$ cat src/rtl/mem_arb_pkg.sv
// Shared encodings for the memory-port arbiter: one-hot FSM states, owner
// constants and the latched downstream request record.
package mem_arb_pkg;

  localparam logic [2:0] S_IDLE = 3'b001;
  localparam logic [2:0] S_REQ  = 3'b010;
  localparam logic [2:0] S_RESP = 3'b100;

  typedef enum logic [2:0] {
    ST_IDLE = S_IDLE,
    ST_REQ  = S_REQ,
    ST_RESP = S_RESP
  } state_t;

  localparam logic OWN_I = 1'b0;
  localparam logic OWN_D = 1'b1;

  typedef struct packed {
    logic [31:0] addr;
    logic        wen;
    logic [31:0] wdata;
    logic [3:0]  wstrb;
  } mem_req_t;

endpackage

$ cat src/rtl/mem_port_arbiter_if.sv
// Bundle of the fetch, load/store and downstream memory channels.
// master: arbiter view; slave: the environment (pipeline + memory) view.
interface mem_port_arbiter_if;

  logic [31:0] I_Addr;
  logic        I_Req_Valid;
  logic        I_Req_Ready;
  logic [31:0] I_Rdata;
  logic        I_Rvalid;
  logic        I_Rready;

  logic [31:0] D_Addr;
  logic        D_Read;
  logic        D_Write;
  logic [31:0] D_Wdata;
  logic [3:0]  D_Wstrb;
  logic        D_Req_Ready;
  logic [31:0] D_Rdata;
  logic        D_Rvalid;
  logic        D_Rready;

  logic [31:0] M_Addr;
  logic        M_Wen;
  logic [31:0] M_Wdata;
  logic [3:0]  M_Wstrb;
  logic        M_Req_Valid;
  logic        M_Req_Ready;
  logic [31:0] M_Rdata;
  logic        M_Rvalid;
  logic        M_Rready;

  modport master (
    input  I_Addr, I_Req_Valid, I_Rready,
    input  D_Addr, D_Read, D_Write, D_Wdata, D_Wstrb, D_Rready,
    input  M_Req_Ready, M_Rdata, M_Rvalid,
    output I_Req_Ready, I_Rdata, I_Rvalid,
    output D_Req_Ready, D_Rdata, D_Rvalid,
    output M_Addr, M_Wen, M_Wdata, M_Wstrb, M_Req_Valid, M_Rready
  );

  modport slave (
    output I_Addr, I_Req_Valid, I_Rready,
    output D_Addr, D_Read, D_Write, D_Wdata, D_Wstrb, D_Rready,
    output M_Req_Ready, M_Rdata, M_Rvalid,
    input  I_Req_Ready, I_Rdata, I_Rvalid,
    input  D_Req_Ready, D_Rdata, D_Rvalid,
    input  M_Addr, M_Wen, M_Wdata, M_Wstrb, M_Req_Valid, M_Rready
  );

endinterface

$ cat src/rtl/mem_port_arbiter_arb_pick.sv
// Winner selection between fetch and load/store requesters.
// ARB_ROUND_ROBIN_EN selects round-robin on contention; otherwise D beats I.
module arb_pick
  import mem_arb_pkg::*;
(
  input  logic i_vld,
  input  logic d_vld,
  input  logic last,
  output logic any_vld,
  output logic pick
);

  assign any_vld = i_vld | d_vld;

`ifdef ARB_ROUND_ROBIN_EN
  always_comb begin
    pick = d_vld ? OWN_D : OWN_I;
    if (i_vld && d_vld) begin
      pick = (last == OWN_I) ? OWN_D : OWN_I;
    end
  end
`else
  logic unused_last;
  assign unused_last = last;
  assign pick = d_vld ? OWN_D : OWN_I;
`endif

endmodule

$ cat src/rtl/mem_port_arbiter.sv
// Shares one downstream memory port between instruction fetch and load/store.
// Pick policy is set in arb_pick by ARB_ROUND_ROBIN_EN (default: D over I).
module mem_port_arbiter
  import mem_arb_pkg::*;
(
  input  logic               clk,
  input  logic               rst,
  mem_port_arbiter_if.master bus
);

  state_t   state_q, state_d;
  logic     own_q, own_d;
  logic     last_q, last_d;
  mem_req_t req_q, req_d;

  logic d_vld;
  logic any_vld;
  logic pick;
  logic in_req;
  logic in_resp;
  logic own_is_d;
  logic m_rready;

  assign d_vld = bus.D_Read | bus.D_Write;

  arb_pick u_pick (
    .i_vld   (bus.I_Req_Valid),
    .d_vld   (d_vld),
    .last    (last_q),
    .any_vld (any_vld),
    .pick    (pick)
  );

  assign in_req   = (state_q == ST_REQ);
  assign in_resp  = (state_q == ST_RESP);
  assign own_is_d = (own_q == OWN_D);
  assign m_rready = in_resp & (own_is_d ? bus.D_Rready : bus.I_Rready);

  always_comb begin
    state_d = state_q;
    own_d   = own_q;
    last_d  = last_q;
    req_d   = req_q;
    unique case (state_q)
      ST_IDLE: begin
        if (any_vld) begin
          own_d   = pick;
          last_d  = pick;
          state_d = ST_REQ;
          // A simultaneous read+write from MA is treated as a write.
          if (pick == OWN_D) begin
            req_d.addr  = bus.D_Addr;
            req_d.wen   = bus.D_Write;
            req_d.wdata = bus.D_Write ? bus.D_Wdata : 32'h0;
            req_d.wstrb = bus.D_Write ? bus.D_Wstrb : 4'h0;
          end else begin
            req_d.addr  = bus.I_Addr;
            req_d.wen   = 1'b0;
            req_d.wdata = 32'h0;
            req_d.wstrb = 4'h0;
          end
        end
      end
      ST_REQ: begin
        if (bus.M_Req_Ready) begin
          state_d = req_q.wen ? ST_IDLE : ST_RESP;
        end
      end
      ST_RESP: begin
        if (bus.M_Rvalid && m_rready) begin
          state_d = ST_IDLE;
        end
      end
      default: state_d = ST_IDLE;
    endcase
  end

  always_ff @(posedge clk or negedge rst) begin
    if (!rst) begin
      state_q <= ST_IDLE;
      own_q   <= OWN_I;
      last_q  <= OWN_I;
      req_q   <= '0;
    end else begin
      state_q <= state_d;
      own_q   <= own_d;
      last_q  <= last_d;
      req_q   <= req_d;
    end
  end

  // Request ready and read data are steered to the owner only; the other side sees 0.
  assign bus.M_Req_Valid = in_req;
  assign bus.M_Addr      = req_q.addr;
  assign bus.M_Wen       = req_q.wen;
  assign bus.M_Wdata     = req_q.wdata;
  assign bus.M_Wstrb     = req_q.wstrb;
  assign bus.M_Rready    = m_rready;

  assign bus.I_Req_Ready = in_req & ~own_is_d & bus.M_Req_Ready;
  assign bus.D_Req_Ready = in_req &  own_is_d & bus.M_Req_Ready;

  assign bus.I_Rvalid = in_resp & ~own_is_d & bus.M_Rvalid;
  assign bus.D_Rvalid = in_resp &  own_is_d & bus.M_Rvalid;
  assign bus.I_Rdata  = (in_resp & ~own_is_d) ? bus.M_Rdata : 32'h0;
  assign bus.D_Rdata  = (in_resp &  own_is_d) ? bus.M_Rdata : 32'h0;

endmodule

$ cat src/flat_wrapper.sv
// flat-port wrapper written by rule: the top's interface ports become plain ports
module mem_port_arbiter_flat import mem_arb_pkg::*;
  (clk, rst, bus_I_Addr, bus_I_Req_Valid, bus_I_Rready, bus_D_Addr, bus_D_Read, bus_D_Write, bus_D_Wdata, bus_D_Wstrb, bus_D_Rready, bus_M_Req_Ready, bus_M_Rdata, bus_M_Rvalid, bus_I_Req_Ready, bus_I_Rdata, bus_I_Rvalid, bus_D_Req_Ready, bus_D_Rdata, bus_D_Rvalid, bus_M_Addr, bus_M_Wen, bus_M_Wdata, bus_M_Wstrb, bus_M_Req_Valid, bus_M_Rready);
  mem_port_arbiter_if bus_i ();
  input  logic clk;
  input  logic rst;
  input wire logic [$bits(bus_i.I_Addr)-1:0] bus_I_Addr;
  input wire logic [$bits(bus_i.I_Req_Valid)-1:0] bus_I_Req_Valid;
  input wire logic [$bits(bus_i.I_Rready)-1:0] bus_I_Rready;
  input wire logic [$bits(bus_i.D_Addr)-1:0] bus_D_Addr;
  input wire logic [$bits(bus_i.D_Read)-1:0] bus_D_Read;
  input wire logic [$bits(bus_i.D_Write)-1:0] bus_D_Write;
  input wire logic [$bits(bus_i.D_Wdata)-1:0] bus_D_Wdata;
  input wire logic [$bits(bus_i.D_Wstrb)-1:0] bus_D_Wstrb;
  input wire logic [$bits(bus_i.D_Rready)-1:0] bus_D_Rready;
  input wire logic [$bits(bus_i.M_Req_Ready)-1:0] bus_M_Req_Ready;
  input wire logic [$bits(bus_i.M_Rdata)-1:0] bus_M_Rdata;
  input wire logic [$bits(bus_i.M_Rvalid)-1:0] bus_M_Rvalid;
  output wire logic [$bits(bus_i.I_Req_Ready)-1:0] bus_I_Req_Ready;
  output wire logic [$bits(bus_i.I_Rdata)-1:0] bus_I_Rdata;
  output wire logic [$bits(bus_i.I_Rvalid)-1:0] bus_I_Rvalid;
  output wire logic [$bits(bus_i.D_Req_Ready)-1:0] bus_D_Req_Ready;
  output wire logic [$bits(bus_i.D_Rdata)-1:0] bus_D_Rdata;
  output wire logic [$bits(bus_i.D_Rvalid)-1:0] bus_D_Rvalid;
  output wire logic [$bits(bus_i.M_Addr)-1:0] bus_M_Addr;
  output wire logic [$bits(bus_i.M_Wen)-1:0] bus_M_Wen;
  output wire logic [$bits(bus_i.M_Wdata)-1:0] bus_M_Wdata;
  output wire logic [$bits(bus_i.M_Wstrb)-1:0] bus_M_Wstrb;
  output wire logic [$bits(bus_i.M_Req_Valid)-1:0] bus_M_Req_Valid;
  output wire logic [$bits(bus_i.M_Rready)-1:0] bus_M_Rready;
  assign bus_i.I_Addr = bus_I_Addr;
  assign bus_i.I_Req_Valid = bus_I_Req_Valid;
  assign bus_i.I_Rready = bus_I_Rready;
  assign bus_i.D_Addr = bus_D_Addr;
  assign bus_i.D_Read = bus_D_Read;
  assign bus_i.D_Write = bus_D_Write;
  assign bus_i.D_Wdata = bus_D_Wdata;
  assign bus_i.D_Wstrb = bus_D_Wstrb;
  assign bus_i.D_Rready = bus_D_Rready;
  assign bus_i.M_Req_Ready = bus_M_Req_Ready;
  assign bus_i.M_Rdata = bus_M_Rdata;
  assign bus_i.M_Rvalid = bus_M_Rvalid;
  assign bus_I_Req_Ready = bus_i.I_Req_Ready;
  assign bus_I_Rdata = bus_i.I_Rdata;
  assign bus_I_Rvalid = bus_i.I_Rvalid;
  assign bus_D_Req_Ready = bus_i.D_Req_Ready;
  assign bus_D_Rdata = bus_i.D_Rdata;
  assign bus_D_Rvalid = bus_i.D_Rvalid;
  assign bus_M_Addr = bus_i.M_Addr;
  assign bus_M_Wen = bus_i.M_Wen;
  assign bus_M_Wdata = bus_i.M_Wdata;
  assign bus_M_Wstrb = bus_i.M_Wstrb;
  assign bus_M_Req_Valid = bus_i.M_Req_Valid;
  assign bus_M_Rready = bus_i.M_Rready;
  mem_port_arbiter u_core (.clk(clk), .rst(rst), .bus(bus_i));
endmodule
$ cat config.mk
export PLATFORM = sky130hd
export DESIGN_NAME = mem_port_arbiter_flat
export DESIGN_NICKNAME = d
export VERILOG_FILES = /design/src/rtl/mem_arb_pkg.sv /design/src/rtl/mem_port_arbiter_if.sv /design/src/rtl/mem_port_arbiter_arb_pick.sv /design/src/rtl/mem_port_arbiter.sv /design/src/flat_wrapper.sv
export SDC_FILE = /design/constraint.sdc
export NUM_CORES = 1
export LEC_CHECK = 0
export ABC_AREA = 1
export ABC_CLOCK_PERIOD_IN_PS = 2300
export BUFFER_PORTS_ARGS = -buffer_cell sky130_fd_sc_hd__buf_2
export CAP_MARGIN = 5
export CORE_AREA = 2 2 108 110
export CTS_BUF_LIST = sky130_fd_sc_hd__clkbuf_4 sky130_fd_sc_hd__clkbuf_8
export DETAILED_ROUTE_END_ITERATION = 6
export DIE_AREA = 0 0 110 112
export PLACE_DENSITY = 0.68
export SLEW_MARGIN = 40
export SYNTH_ARGS = -nofsm -noshare
export SYNTH_HDL_FRONTEND = slang
export SYNTH_HIERARCHICAL = 1
export SYNTH_SLANG_ARGS = --single-unit
$ cat constraint.sdc
create_clock -name clk -period 2.3 [get_ports clk]
set_clock_uncertainty 0.15 [all_clocks]
set_input_delay 0 -clock clk [delete_from_list [all_inputs] [get_ports clk]]
set_output_delay 0 -clock clk [all_outputs]
set_load 0.01 [all_outputs]
==> flow_metrics.py <==
metrics = {
    "synthesis": {
        "yosys.area.top_type": "dfrtp_1",
        "ys_seq_elements": 73,
        "yosysWarnings": 6,
        "synth_edf_count": 0,
        "yosysMostFrequentCell": "nand2_1",
        "async_flop_share_pct": 100.0,
        "synth_cell_types": 19,
        "yosysSeqAreaShare_pct": 49.83,
        "syn_avg_cell_area_um2": 7.151,
        "synth_top_area_share_pct": 49.11,
        "netlist_area_mm2": 0.003669,
        "synthFlopType": "dfrtp_1",
        "syn_nets": 654,
        "synthTopCellsByArea": "dfrtp_1 (49%), nand2_1 (12%), inv_1 (11%)",
        "yosys-top-cells-count": "nand2_1 (116), inv_1 (112), dfrtp_1 (72), nor2_1 (68), o21ai_1 (62)",
        "synthCells": 513,
    },
    "finish": {
        "syn_to_final_growth_pct": 75.85,
        "drive_gt1_share_pct": 35.12,
        "antenna_cells": 0,
        "regArea_mm2": 0.001828,
        "multi_input_area_mm2": 0.001292,
        "fin_nets": 1030,
        "fillCellCount": 981,
        "fin_area_mm2": 0.006451,
        "fin_util_pct": 57.73,
    },
    "clocking": {
        "clockBufferDepth": 2,
        "clkSinkCount": 73,
        "cts_tree": "done",
        "cts_max_level": 3,
        "path_clk_slew_ns": 0.08,
        "cts_root_buffer": "clkbuf_8",
        "cts_made_buffers": 9,
        "clock_latency_ns": 0.33,
    },
    "routing": {
        "vias_per_cell": 4.360,
        "drc": 0,
        "wire_per_inst_um": 13.24,
        "first_iter_violations": 306,
        "routed_wirelength_um": 13730,
        "ant_nets": 0,
        "num_vias": 4521,
        "first_pass_iters": 5,
    },
    "die": {
        "die-area_mm2": 0.01232,
        "ios": 280,
        "num_rows": 39,
        "floorplan.initialDensity_pct": 32.83,
        "fp.dieH_um": 112,
        "core-area_mm2": 0.01117,
        "die_width_um": 110,
    },
    "placed_design": {
        "io_buffers": 279,
        "gp_congestion": 0.7915,
        "place_area_mm2": 0.005196,
        "dp_hpwl_um": 9319,
    },
    "worst_setup_path": {
        "endpoint_kind": "flip-flop",
        "crit_chain": "inv_1 > nor2_1 > nand3_1 > nand2_1 > inv_1 > nand3_1 > nand2_1 > dlygate4sd3_1",
        "critical-path-max-stage-delay_ns": 0.57,
        "crit_fanout": 4,
        "worst_ep_required_time_ns": 2.41,
        "crit_path_top_delay_cell": "dfstp_2",
        "r2r_slack_ns": 0.44,
        "crit_path_start_kind": "flip-flop",
        "crit_arrival_ns": 1.97,
        "critical_path_class": "reg -> reg",
    },
    "sta": {
        "rsz0062_at_grt": "false",
        "max_freq_mhz": 537.7,
        "finalSetupViolations": 0,
        "slew_headroom_pct": 56.33,
        "slew_violations": 0,
        "worst_slew_pin_slew_ns": 0.6550,
        "timing.hold.ws_ns": -0.007003,
        "hold_violations": 1,
        "period_share_pct": 80.86,
        "tns_ns": 0,
        "finalCriticalPeriod_ns": 1.860,
    },
    "power_and_ir_drop": {
        "leakage_uw": 0.003977,
        "p_seq_share_pct": 36.5,
        "intPower_uw": 3593,
        "clockPowerShare_pct": 16.8,
        "peakVddDrop_mv": 0.5297,
        "powerDensity_mw_per_mm2": 943.9,
        "p_sw_uw": 2496,
        "p_total_uw": 6089,
        "switching_share_pct": 40.99,
        "power_frac_comb_pct": 46.7,
    },
    "outcome": {
        "status": "finished, violations left",
        "violations": "hold timing",
    },
    "grt": {
        "grt_remaining_overflow": 0,
        "grt_pass1_wl_um": 20690,
        "antenna_found_initial": 0,
        "track_usage_pct": 21.56,
        "first_global_vias": 4330,
        "grt_max_degree": 74,
    },
    "flow_run": {
        "drv_cap": 0,
    },
    "hold_path": {
        "hp-class": "in -> reg",
    },
}
## cell usage in the layout (no fill, tap or decap), types with 2 or more instances in the layout
cell type and n:
inv_2 2, o21ai_0 41, dlygate4sd3_1 104, nor2_1 68, inv_1 111, nand2_1 115, inv_6 2, nand3_2 2
buf_4 9, clkbuf_8 9, o21ai_1 62, dfrtp_1 72, nand3_1 4, nor3_1 2, buf_2 278, clkinv_2 2
## critical path: cells and delay by family, from the launching register on
family        cells  cell delay (ns)
simple gates      5             0.41
buf+inv           3             0.67
flops             1             0.57
## state kept, by name, indices dropped and copies added (netlist names)
register	flops
u_core/state_q	3
u_core/bus.M_Addr	32
u_core/bus.M_Wstrb	4
u_core/bus.M_Wdata	32
u_core/last_q	1
u_core/bus.M_Wen	1
## worst paths after layout
path,from,end,depth (start not counted)
setup reg to reg,u_core/state_q[0]$_DFFE_PN1P_,u_core/state_q[0]$_DFFE_PN1P_,8
hold reg to reg,u_core/bus.M_Addr[29]$_DFFE_PN0P_,u_core/bus.M_Addr[29]$_DFFE_PN0P_,2
min in group asynchronous,rst,u_core/bus.M_Wdata[2]$_DFFE_PN0P_,2
hold / removal,bus_D_Rready,u_core/state_q[2]$_DFFE_PN0P_,6
max in group asynchronous,rst,u_core/bus.M_Wdata[30]$_DFFE_PN0P_,2
setup / recovery,u_core/state_q[0]$_DFFE_PN1P_,u_core/state_q[0]$_DFFE_PN1P_,8
## power by group through the flow
stage	Clock (uW)	Sequential (uW)	Combinational [uW]
finish	1020	2220	2840
global route	1110	2300	3170
CTS	1050	2220	2800
detailed placement	0	2220	2620
global placement	0	2240	2550
floorplan	0	2470	1230
## final cells by class
| type | count | area share, % |
|---|---|---|
| Timing Repair Buffer | 393 | 39.24 |
| Sequential cell | 73 | 28.34 |
| Multi-Input combinational cell | 299 | 20.03 |
| Inverter | 113 | 6.575 |
| Tap cell | 143 | 2.773 |
| Clock buffer | 10 | 2.036 |
| Clock inverter | 6 | 1.009 |
## metrics by stage
step	std cells	setup slack (ns)
3_3_place_gp	915	0.5861
3_5_place_dp	915	0.5691
2_1_floorplan	513	0.8043
4_1_cts	1036	0.08497
5_1_grt	1037	0.2997
6_report	1037	0.4402
## timing repair
item | CTS | global route
endpoints found under the setup margin | 0 | 1
hold endpoints to repair | 144 | 0
hold buffers | 105 | 0
buffers inserted | 0 | 2
gates resized for setup | 0 | 2
## metal layers
layer | vias to the layer above | share of wire [%] | global-route usage [%]
li1 | 2277 | - | -
met1 | 2020 | 38 | 23.83
met2 | 210 | 53 | 40.53
met3 | 14 | 8.1 | 4.918
met4 | 0 | 1.3 | 5.570
met5 | - | 0 | 0
## cells by family after synthesis
family / count (synthesis) / synth area share (%)
AOI/OAI and AO/OA: 103 / 14.05
buffers and inverters: 141 / 15.01
DFF: 73 / 49.83
and+or+nand+nor: 196 / 21.11
Power figures use the tool's default switching activity.
